**src/rtl/mem_arbiter.sv**
```systemverilog
// mem_arbiter: merges two requester byte streams into one controller stream.
// Arbitration happens per packet, round-robin. A 1-bit tag FIFO remembers
// which requester issued each read, so every read response returns to that
// requester.
//
// state | meaning
// IDLE  | ctl_empty=1; grant a requester, or sit in the one-cycle hold after a packet
// CMD   | pass the command byte from the granted requester
// LEN   | ctl_empty=1; decode the command byte now on ctl_dout
// BODY  | pass the remaining address/data bytes of the packet
module mem_arbiter #(
  parameter int WIDTH     = 8,
  parameter int TAG_DEPTH = 8
) (
  input  logic             clk,
  input  logic             rst,
  input  logic             req0_empty,
  input  logic             req1_empty,
  input  logic [WIDTH-1:0] req0_dout,
  input  logic [WIDTH-1:0] req1_dout,
  output logic             req0_rd_en,
  output logic             req1_rd_en,
  input  logic             rsp0_full,
  input  logic             rsp1_full,
  output logic [WIDTH-1:0] rsp0_din,
  output logic [WIDTH-1:0] rsp1_din,
  output logic             rsp0_wr_en,
  output logic             rsp1_wr_en,
  output logic             ctl_empty,
  output logic [WIDTH-1:0] ctl_dout,
  input  logic             ctl_rd_en,
  output logic             ctl_full,
  input  logic [WIDTH-1:0] ctl_din,
  input  logic             ctl_wr_en,
  output logic [1:0]       state
);

  localparam int PTR_W = (TAG_DEPTH > 1) ? $clog2(TAG_DEPTH) : 1;
  localparam int CNT_W = $clog2(TAG_DEPTH + 1);
  localparam logic [CNT_W-1:0] CNT_FULL = CNT_W'(TAG_DEPTH);
  localparam logic [CNT_W-1:0] CNT_ONE  = CNT_W'(1);
  localparam logic [PTR_W-1:0] PTR_ONE  = PTR_W'(1);
  localparam logic [WIDTH-1:0] BYTE_WR  = WIDTH'(49);
  localparam logic [WIDTH-1:0] BYTE_RD  = WIDTH'(48);

  typedef enum logic [1:0] {
    ST_IDLE = 2'd0,
    ST_CMD  = 2'd1,
    ST_LEN  = 2'd2,
    ST_BODY = 2'd3
  } state_t;

  state_t           state_q, state_d;
  logic             hold_q, hold_d;
  logic             g_q, g_d;
  logic             last_q, last_d;
  logic [1:0]       rem_q, rem_d;

  logic             tag_mem [TAG_DEPTH];
  logic [PTR_W-1:0] head_q, tail_q;
  logic [CNT_W-1:0] cnt_q;
  logic             tag_push, tag_pop, head_tag;

  logic             sel_empty, rd_hs, rd_g;

  assign sel_empty = g_q ? req1_empty : req0_empty;
  assign rd_hs     = ctl_rd_en & ~sel_empty;
  assign ctl_dout  = g_q ? req1_dout : req0_dout;
  assign req0_rd_en = rd_g & ~g_q;
  assign req1_rd_en = rd_g & g_q;
  assign state     = state_q;

  // Response routing: the tag at the head selects the requester TX FIFO.
  assign head_tag   = tag_mem[head_q];
  assign ctl_full   = (cnt_q == '0) ? 1'b1 : (head_tag ? rsp1_full : rsp0_full);
  assign tag_pop    = ctl_wr_en & ~ctl_full;
  assign rsp0_wr_en = tag_pop & ~head_tag;
  assign rsp1_wr_en = tag_pop & head_tag;
  assign rsp0_din   = ctl_din;
  assign rsp1_din   = ctl_din;

  // Packet FSM next-state, grant and pass-through control.
  always_comb begin
    state_d   = state_q;
    hold_d    = hold_q;
    g_d       = g_q;
    last_d    = last_q;
    rem_d     = rem_q;
    ctl_empty = 1'b1;
    rd_g      = 1'b0;
    tag_push  = 1'b0;
    case (state_q)
      ST_IDLE: begin
        if (hold_q) begin
          // g is still held here so the last popped byte stays on ctl_dout.
          last_d = g_q;
          hold_d = 1'b0;
        end else if ((cnt_q < CNT_FULL) && (~req0_empty || ~req1_empty)) begin
          g_d     = (~req0_empty && ~req1_empty) ? ~last_q : req0_empty;
          state_d = ST_CMD;
        end
      end
      ST_CMD: begin
        ctl_empty = sel_empty;
        rd_g      = rd_hs;
        if (rd_hs) state_d = ST_LEN;
      end
      ST_LEN: begin
        if (ctl_dout == BYTE_WR) begin
          rem_d   = 2'd2;
          state_d = ST_BODY;
        end else if (ctl_dout == BYTE_RD) begin
          rem_d    = 2'd1;
          tag_push = 1'b1;
          state_d  = ST_BODY;
        end else begin
          rem_d   = 2'd0;
          state_d = ST_IDLE;
          hold_d  = 1'b1;
        end
      end
      ST_BODY: begin
        ctl_empty = sel_empty;
        rd_g      = rd_hs;
        if (rd_hs) begin
          rem_d = rem_q - 2'd1;
          if (rem_q == 2'd1) begin
            state_d = ST_IDLE;
            hold_d  = 1'b1;
          end
        end
      end
      default: state_d = ST_IDLE;
    endcase
  end

  // FSM and grant registers.
  always_ff @(posedge clk or negedge rst) begin
    if (!rst) begin
      state_q <= ST_IDLE;
      hold_q  <= 1'b0;
      g_q     <= 1'b0;
      last_q  <= 1'b1;
      rem_q   <= 2'd0;
    end else begin
      state_q <= state_d;
      hold_q  <= hold_d;
      g_q     <= g_d;
      last_q  <= last_d;
      rem_q   <= rem_d;
    end
  end

  // Tag FIFO pointers and occupancy; simultaneous push and pop keep the count.
  always_ff @(posedge clk or negedge rst) begin
    if (!rst) begin
      head_q <= '0;
      tail_q <= '0;
      cnt_q  <= '0;
    end else begin
      if (tag_push) tail_q <= tail_q + PTR_ONE;
      if (tag_pop)  head_q <= head_q + PTR_ONE;
      case ({tag_push, tag_pop})
        2'b10:   cnt_q <= cnt_q + CNT_ONE;
        2'b01:   cnt_q <= cnt_q - CNT_ONE;
        default: cnt_q <= cnt_q;
      endcase
    end
  end

  // Tag storage; contents are meaningless while the count is zero.
  always_ff @(posedge clk) begin
    if (tag_push) tag_mem[tail_q] <= g_q;
  end

endmodule

```
**config.mk**
```make
export PLATFORM = sky130hd
export DESIGN_NAME = mem_arbiter
export DESIGN_NICKNAME = d
export VERILOG_FILES = /design/src/rtl/mem_arbiter.sv
export SDC_FILE = /design/constraint.sdc
export NUM_CORES = 1
export LEC_CHECK = 0
export CAP_MARGIN = 20
export CORE_MARGIN = 2
export CORE_UTILIZATION = 40
export DETAILED_ROUTE_END_ITERATION = 7
export PLACE_DENSITY_LB_ADDON = 0.2
export SLEW_MARGIN = 20
export SYNTH_ARGS = -nofsm -noshare
export SYNTH_HDL_FRONTEND = slang
export SYNTH_SLANG_ARGS = --single-unit
```
**constraint.sdc**
```tcl
create_clock -name clk -period 2.94 [get_ports clk]
set_input_delay 0.441 -clock clk [delete_from_list [all_inputs] [get_ports clk]]
set_output_delay 0.441 -clock clk [all_outputs]
set_load 0.01 [all_outputs]
```
==> results of run 1 <==
## metrics by stage
step | utilization, % | power (mW) | worst slack [ps] | hold slack, ps | cells
final | 51.7 | 1.81 | 114 | 533 | 233
after global routing | 51.7 | 1.96 | 14.8 | 570 | 233
after CTS | 51.8 | 1.82 | 19.2 | 539 | 233
after detailed placement | 50.5 | 1.59 | -57.1 | 524 | 229
after global placement | 50.5 | 1.54 | 37.9 | 510 | 229
after floorplan | - | 1.24 | 95.9 | 145 | 155
## cells by family (layout without fill, tap and decap cells)
family	Yosys count	count (layout)	synth area share, %
compound gates	22	22	9.41
xor+xnor	8	8	4.21
fa+ha+maj	11	11	8.73
buf+inv	31	59	10.7
flops	25	25	40.1
mux	19	19	15.0
simple gates	39	39	11.9
## power groups by stage
stage / combinational (mW) / sequential [mW] / clock, mW
floorplan: 0.654 / 0.590 / 0
global placement: 0.924 / 0.612 / 0
detailed placement: 0.974 / 0.619 / 0
CTS: 0.991 / 0.614 / 0.211
global route: 1.09 / 0.639 / 0.230
finish: 0.986 / 0.620 / 0.207
## area by class of cell
cell class / instances / area (um2) / area share (%)
Tap cell: 50 / 62.6 / 3.02
Multi-Input combinational cell: 99 / 817 / 39.5
Clock buffer: 3 / 41.3 / 2.00
Timing Repair Buffer: 45 / 435 / 21.0
Inverter: 10 / 37.5 / 1.81
Sequential cell: 25 / 668 / 32.3
Clock inverter: 1 / 7.51 / 0.363
## registers in the layout, indices dropped and copies added (netlist names)
signal and flops:
tag_mem 8, g_q 1, rem_q 2, state 2
head_q 3, hold_q 1, cnt_q 4, tail_q 3
last_q 1
## worst max-delay path, cell delays in order (launching register included)
cell and delay, ps:
dfrtp_2 410, mux4_2 510, mux2_4 300, mux2_4 310
ha_2 200, ha_1 270, a21o_1 190, a21oi_2 160
xnor2_1 150, nor2_1 70, xor2_1 140
## routing by layer
metal / GRT usage [%] / vias to the layer above / wire (um)
met1: 19.3 / 588 / 1480
met5: 0 / - / 0
met2: 30.2 / 49 / 1760
li1: - / 595 / -
met4: 9.00 / 0 / 106
met3: 2.80 / 17 / 211
## cell usage after synthesis
master      n
o32a_1      1
buf_4      16
dfrtp_1    16
o41ai_1     2
clkbuf_1    3
buf_2       1
nor2_1      8
mux2_4      3
dfstp_2     1
a2bb2oi_1   1
xor2_1      3
a21o_1      2
nor2b_1     1
a21oi_1     6
a221oi_1    1
a21boi_0    1
a211oi_2    1
inv_1      10
o221ai_1    1
nor4b_1     4
mux4_1      2
nand3_1     3
ha_1       10
o21ai_0     2
nor3_1      3
o211ai_1    1
mux2_2      9
and2_2      1
a31oi_1     2
nand2_1    12
o21a_1      1
mux2i_1     5
buf_1       1
and3_1      3
nor4_1      4
edfxtp_1    8
fa_1        1
xnor2_1     5
## worst paths after layout
path,startpoint,slack [ps],cells past startpoint,to
setup / recovery,head_q[0],110,10,cnt_q[3]
hold / removal,rem_q[0],530,1,rem_q[0]
setup reg to reg,head_q[0],110,10,cnt_q[3]
hold reg to reg,rem_q[0],530,1,rem_q[0]
max in group asynchronous,rst,1750,1,head_q[0]
min in group asynchronous,rst,630,1,cnt_q[0]
## timing repair
| item | CTS | global route |
|---|---|---|
| endpoints found under the setup margin | 1 | 1 |
| gates resized for setup | 1 | 4 |
| hold buffers | 0 | 0 |
==> results.cfg, run 1 <==
[clocking]
clockBufferDepth = 2
cts_tree = yes
cts.clk_slew.worst_paths_ps = 90
post-cts-setup-buffer-count = 0
numCtsBuffers = 3
clk_latency_ps = 270
cts_max_level = 1
cts_sinks = 25
clockRootBuffer = clkbuf_8

[global_routing]
grt_use_total_pct = 17.0
gr-total-overflow = 0
grt_start_max_net_pins = 18
antenna_found_initial = 0
grt_pass1_vias = 1289
grt_pass1_wl_mm = 5.80

[power]
p_sw_uw = 691
power.density_nw_per_um2 = 876
power_frac_clock_pct = 11.4
power.leakage_nw = 0.853
p_int_mw = 1.12
comb_power_share_pct = 54.4
ir_drop_v = 0.000406
sequentialPowerShare_pct = 34.2
p_sw_share_pct = 38.1

[final_layout]
final_cell_mix = clkdlybuf4s50_1 (39), dfrtp_1 (15), nand2_1 (12), inv_1 (10)
final_common_cell = clkdlybuf4s50_1
finalInstanceArea_um2 = 2070
fillers = 377
syn2layout_area_growth_pct = 24.5
fin_nets = 227
drive_above_1_share_pct = 16.4
n_antenna_cell = 0

[yosys]
synthTopCellsByArea = dfrtp_1 (24%), edfxtp_1 (14%), ha_1 (7.5%), buf_4 (7.2%), mux2_2 (6.1%)
syn_inst = 155
yosys_warnings = 0
syn_avg_cell_area_um2 = 10.7
synth-seq-cells = 25
seq_area_frac_synth_pct = 40.1
synth_top_area_share_pct = 24.1
syn_nets = 198
synth_area_um2 = 1660
synth_top_cell_by_area = dfrtp_1
synth.distinct_cells = 38

[timing]
skew_ps = 1.50
rsz0062_at_grt = false
max_freq_ghz = 0.354
max_slew.worst_pin.slew_ps = 816
finalCritPeriodShare_pct = 96.1
finalMaxSlewViolations = 0
setup_violations = 0
fin_crit_ps = 2830
max_slew_margin_pct = 45.4
hold_violations = 0
tns_ps = 0

[route]
first_pass_iters = 4
wl_mm = 3.56
wire_per_inst_um = 15.3
vias = 1249
first_iter_violations = 31
viasPerCell = 5.36
drtAntennaViolNets = 0
drc = 0

[die]
core-area_um2 = 4000
die_y_um = 68.5
die_w_um = 68.5
start_util_pct = 41.6
fp.dieArea_um2 = 4690
ios = 64
rows = 23

[critical_path]
crit_path_end_kind = flip-flop
setup.worst_path.class = flip-flop to flip-flop
crit_required_ps = 3100
arrival_ps = 2980
worstPathMaxFanout = 4
cp-start-kind = flip-flop

[placed_design]
place_area_um2 = 2020
dp_hpwl_mm = 2.75
port_buffers = 39
gp_congestion = 0.842

[min_path]
hp-class = flip-flop to flip-flop

[run]
cap_violations = 0

[outcome]
status = completed
Power figures use the tool's default switching activity.
==> inputs of run 2 (changes only) <==
Settings changed: CAP_MARGIN 20 to 30, CORE_MARGIN 2 to default, GPL_ROUTABILITY_DRIVEN from default to 0.
==> run 2 against run 1 <==
Net effect:
- largest cell class unchanged
- die area down 5.8%
- clock power down 3%
- critical path type unchanged
- cell count up 0.43%
==> results.cfg, run 2 (synthesis results as in run 1) <==
[clocking]
post-cts-setup-buffer-count = 0
clockBufferDepth = 2
numCtsBuffers = 3
clockRootBuffer = clkbuf_8
cts_sinks = 25
cts.clk_slew.worst_paths_ps = 90
clk_latency_ps = 270
cts_max_level = 1
cts_tree = yes

[run]
cap_violations = 0

[critical_path]
cp-start-kind = flip-flop
crit_required_ps = 3100
setup.worst_path.class = flip-flop to flip-flop
rr_worst_depth = 10
arrival_ps = 2980
worstPathMaxFanout = 4
reg2reg_from = head_q[0]
crit_path_end_kind = flip-flop
startpoint = head_q[0]

[placed_design]
dp_hpwl_mm = 2.64
port_buffers = 39

[global_routing]
gr-total-overflow = 0
grt_start_max_net_pins = 18
grt_use_total_pct = 17.5
antenna_found_initial = 0
grt_pass1_vias = 1371
grt_pass1_wl_mm = 5.82

[outcome]
status = completed

[timing]
hold_violations = 0
skew_ps = 5.76
tns_ps = 0
hold_ws_ps = 541
max_freq_ghz = 0.355
fin_crit_ps = 2820
max_slew_margin_pct = 47.0
max_slew.worst_pin.slew_ps = 793
finalCritPeriodShare_pct = 95.9
finalMaxSlewViolations = 0
setup_violations = 0

[final_layout]
multi_input_area_um2 = 815
fin_nets = 228
top_regs = tag_mem x8, cnt_q x4
n_antenna_cell = 0
syn2layout_area_growth_pct = 24.7
largest_reg_flops = 8
fillers = 347
final_cell_mix = clkdlybuf4s50_1 (39), dfrtp_1 (14), nand2_1 (12), inv_1 (10), ha_1 (10)
final_common_cell = clkdlybuf4s50_1
register_area_um2 = 669
drive_above_1_share_pct = 16.8
regMostFlops = tag_mem

[route]
vias = 1280
wl_mm = 3.48
viasPerCell = 5.47
drc = 0
wire_per_inst_um = 14.9
first_iter_violations = 37
first_pass_iters = 6
drtAntennaViolNets = 0

[die]
die_w_um = 66.5
die_y_um = 66.5
start_util_pct = 41.6
rows = 23
ios = 64
fp.dieArea_um2 = 4420
core-area_um2 = 4000

[power]
power.leakage_nw = 0.862
ir_drop_v = 0.000389
power.density_nw_per_um2 = 870

[min_path]
hp-class = flip-flop to flip-flop
hold_start = head_q[2]
hold_depth = 1
==> run 2: cell types whose count changed in the layout (fill, tap and decap cells not counted), sizes merged <==
| cell | previous run | this run |
|---|---|---|
| clkinv | 0 | 1 |
| buf | 6 | 7 |
| clkinvlp | 1 | 0 |
==> run 2: timing repair <==
item | 4_1_cts | 5_1_grt
gates resized for setup | 0 | 5
endpoints found under the hold margin | 0 | 0
setup endpoints to repair | 0 | 2
hold buffers | 0 | 0
==> run 2: metal layers <==
| metal | GRT usage (%) | part of all wire, % |
|---|---|---|
| met1 | 19.6 | 43 |
| met2 | 32.4 | 51 |
| met3 | 2.05 | 4.5 |
| met4 | 8.24 | 1.9 |
| met5 | 0 | 0 |
==> run 2: path summary, 6_finish.rpt <==
path | endpoint | slack, ps
worst max-delay path | cnt_q[3] | 120
worst min-delay path | head_q[2] | 540
worst max register to register | cnt_q[3] | 120
worst min register to register | head_q[2] | 540
max in group asynchronous | head_q[0] | 1760
min in group asynchronous | cnt_q[0] | 630
==> run 2: final cells by class <==
class,instances,share of cell area (%)
Clock buffer,3,1.99
Clock inverter,1,0.241
Inverter,10,1.81
Multi-Input combinational cell,99,39.3
Sequential cell,25,32.3
Tap cell,50,3.02
Timing Repair Buffer,46,21.4
==> run 2: metrics by stage <==
step	area [um2]	power, mW	cells	setup slack, ps	util [%]
finish	2070	1.80	234	121	51.8
global route	2070	1.95	234	-1.57	51.8
CTS	2070	1.80	234	4.41	51.9
detailed placement	2030	1.59	230	-68.1	50.7
global placement	2030	1.54	230	53.6	50.7
floorplan	1660	1.24	155	95.9	-
==> run 2: where the power goes <==
part	switching [mW]	total (mW)	leakage [nW]	internal, mW
Sequential	0.139	0.628	0.273	0.489
Combinational	0.432	0.975	0.564	0.542
Clock	0.106	0.201	0.0255	0.0947
Total	0.678	1.80	0.862	1.13
==> run 2: critical path: stages, from the launching register on <==
cell	delay [ps]
dfrtp_2	410
mux4_2	500
mux2_4	310
mux2_4	320
ha_1	220
ha_1	290
a21o_1	190
a21oi_2	140
xnor2_1	120
nor2_1	70
xor2_1	140
==> inputs of run 3 (changes only) <==
Settings changed: CORE_UTILIZATION 40 to 44.
Clock period 2.94 ns to 3.18 ns, I/O delays scaled along.
==> run 3 against run 2 <==
Net effect:
- die area decreased by 8.8%
- clock power down 6%
- clock skew is 4.0 ps lower
- sequential power is 6.8% lower
- combinational power decreased by 14%
- maximum frequency shrank 5.7%
- first-iteration DRC count increased by 59%
- setup slack improved by 71 ps
- non-clock buffer count decreased by 4
- critical endpoint unchanged
==> results.cfg, run 3 (synthesis results as in run 1) <==
[timing]
hold_violations = 0
rsz0062_at_grt = false
finalMaxSlewViolations = 0
hold_ws_ps = 510
setup_violations = 0
max_slew.worst_pin.slew_ps = 788
max_slew_margin_pct = 47.3
skew_ps = 1.76
max_freq_ghz = 0.335
tns_ps = 0
layout_setup_ws_ps = 191
fin_crit_ps = 2990
finalCritPeriodShare_pct = 94.0

[clocking]
cts_max_level = 1
hold_buffers = 0
numCtsBuffers = 3
cts_tree = yes
cts_sinks = 25
clockBufferDepth = 2
clockRootBuffer = clkbuf_8
clk_latency_ps = 270
cts.clk_slew.worst_paths_ps = 90

[die]
die_w_um = 63.5
die_y_um = 63.5
start_util_pct = 47.9
rows = 21
ios = 64
fp.dieArea_um2 = 4030
core-area_um2 = 3470

[global_routing]
grt_pass1_wl_mm = 5.84
antenna_found_initial = 0
grt_use_total_pct = 18.9
grt_pass1_vias = 1294
gr-total-overflow = 0
grt_start_max_net_pins = 18

[critical_path]
cp-start-kind = flip-flop
arrival_ps = 3150
r2r_slack_ps = 190
worstPathMaxFanout = 4
crit_chain = mux4_1 -> mux2_4 -> mux2_4 -> ha_1 -> ha_1 -> a21o_1 -> a21oi_1 -> xnor2_1 -> nor2_1 -> xor2_1
crit_path_end_kind = flip-flop
setup.worst_path.class = flip-flop to flip-flop
crit_required_ps = 3340
slowest_delay_ps = 580
reg2reg_to = cnt_q[3]
cp_num_buf_inv = 0
rr_worst_depth = 10
slowest_stage = mux4_1
reg2reg_from = head_q[0]
path_depth = 10
crit_family = multiplexers

[placed_design]
port_buffers = 39
dp_cells = 222
dp_slack_ps = 142
dp_hpwl_mm = 2.64

[final_layout]
syn2layout_area_growth_pct = 22.7
largest_reg_flops = 8
final_cells = 226
regMostFlops = tag_mem
top_regs = tag_mem x8, cnt_q x4
final_common_cell = clkdlybuf4s50_1
drive_above_1_share_pct = 12.8
n_antenna_cell = 0
fin_nets = 224
final_cell_mix = clkdlybuf4s50_1 (39), dfrtp_1 (15), nand2_1 (12), inv_1 (10), ha_1 (10)

[route]
vias = 1234
first_iter_violations = 59
wire_per_inst_um = 14.7
drc = 0
first_pass_iters = 6
drtAntennaViolNets = 0
viasPerCell = 5.46
wl_mm = 3.33

[power]
power.density_nw_per_um2 = 789
power.leakage_nw = 0.851
ir_drop_v = 0.000414

[min_path]
hold_start = head_q[2]
hold_depth = 1
hold_end = head_q[2]
hp-class = flip-flop to flip-flop

[run]
cap_violations = 0

[outcome]
status = completed
## run 3: worst max path at each step
| stage | start | end | slack [ps] |
|---|---|---|---|
| global route | head_q[0] | cnt_q[3] | 50 |
| CTS | head_q[0] | cnt_q[3] | 160 |
| global placement | req1_dout[1] | cnt_q[3] | 220 |
| floorplan | g_q | cnt_q[3] | 340 |
| finish | head_q[0] | cnt_q[3] | 190 |
| detailed placement | req1_dout[1] | cnt_q[3] | 140 |
## run 3: routing by layer
layer / up-vias / GRT usage (%) / wire length (um) / share of wire [%]
li1: 591 / - / - / -
met1: 579 / 20.6 / 1310 / 39
met2: 51 / 34.2 / 1690 / 51
met3: 13 / 4.17 / 240 / 7.2
met4: 0 / 9.38 / 87 / 2.6
met5: - / 0 / 0 / 0
## run 3: cell type report
cell class,count,area (um2)
inverter,10,37.5
timing repair buffer,42,413
multi-input combinational,99,818
clock inverter,1,5.00
tap,46,57.6
fill,314,1430
clock buffer,3,41.3
sequential,25,668
## run 3: what timing repair did
item / 4_1_cts / 5_1_grt
setup endpoints to repair: 0 / 1
resized for setup: 0 / 1
buffers inserted: 0 / 0
## run 3: worst register-to-register path, cell delays in order, from the launching register on
cell and delay [ps]:
dfrtp_1 440, mux4_1 580, mux2_4 320, mux2_4 340, ha_1 220, ha_1 290, a21o_1 180, a21oi_1 170
xnor2_1 140, nor2_1 70, xor2_1 140
## run 3: through the flow
step                      utilization (%)  area [um2]  power (mW)
after CTS                            58.8        2040        1.63
final                                58.8        2040        1.61
after detailed placement             57.5        1990        1.43
after floorplan                         -        1660        1.15
after global routing                 58.8        2040        1.75
after global placement               57.5        1990        1.39
## run 3: power by group
part	switching [mW]	internal (mW)
Sequential	0.134	0.450
Clock	0.100	0.0877
Combinational	0.369	0.469
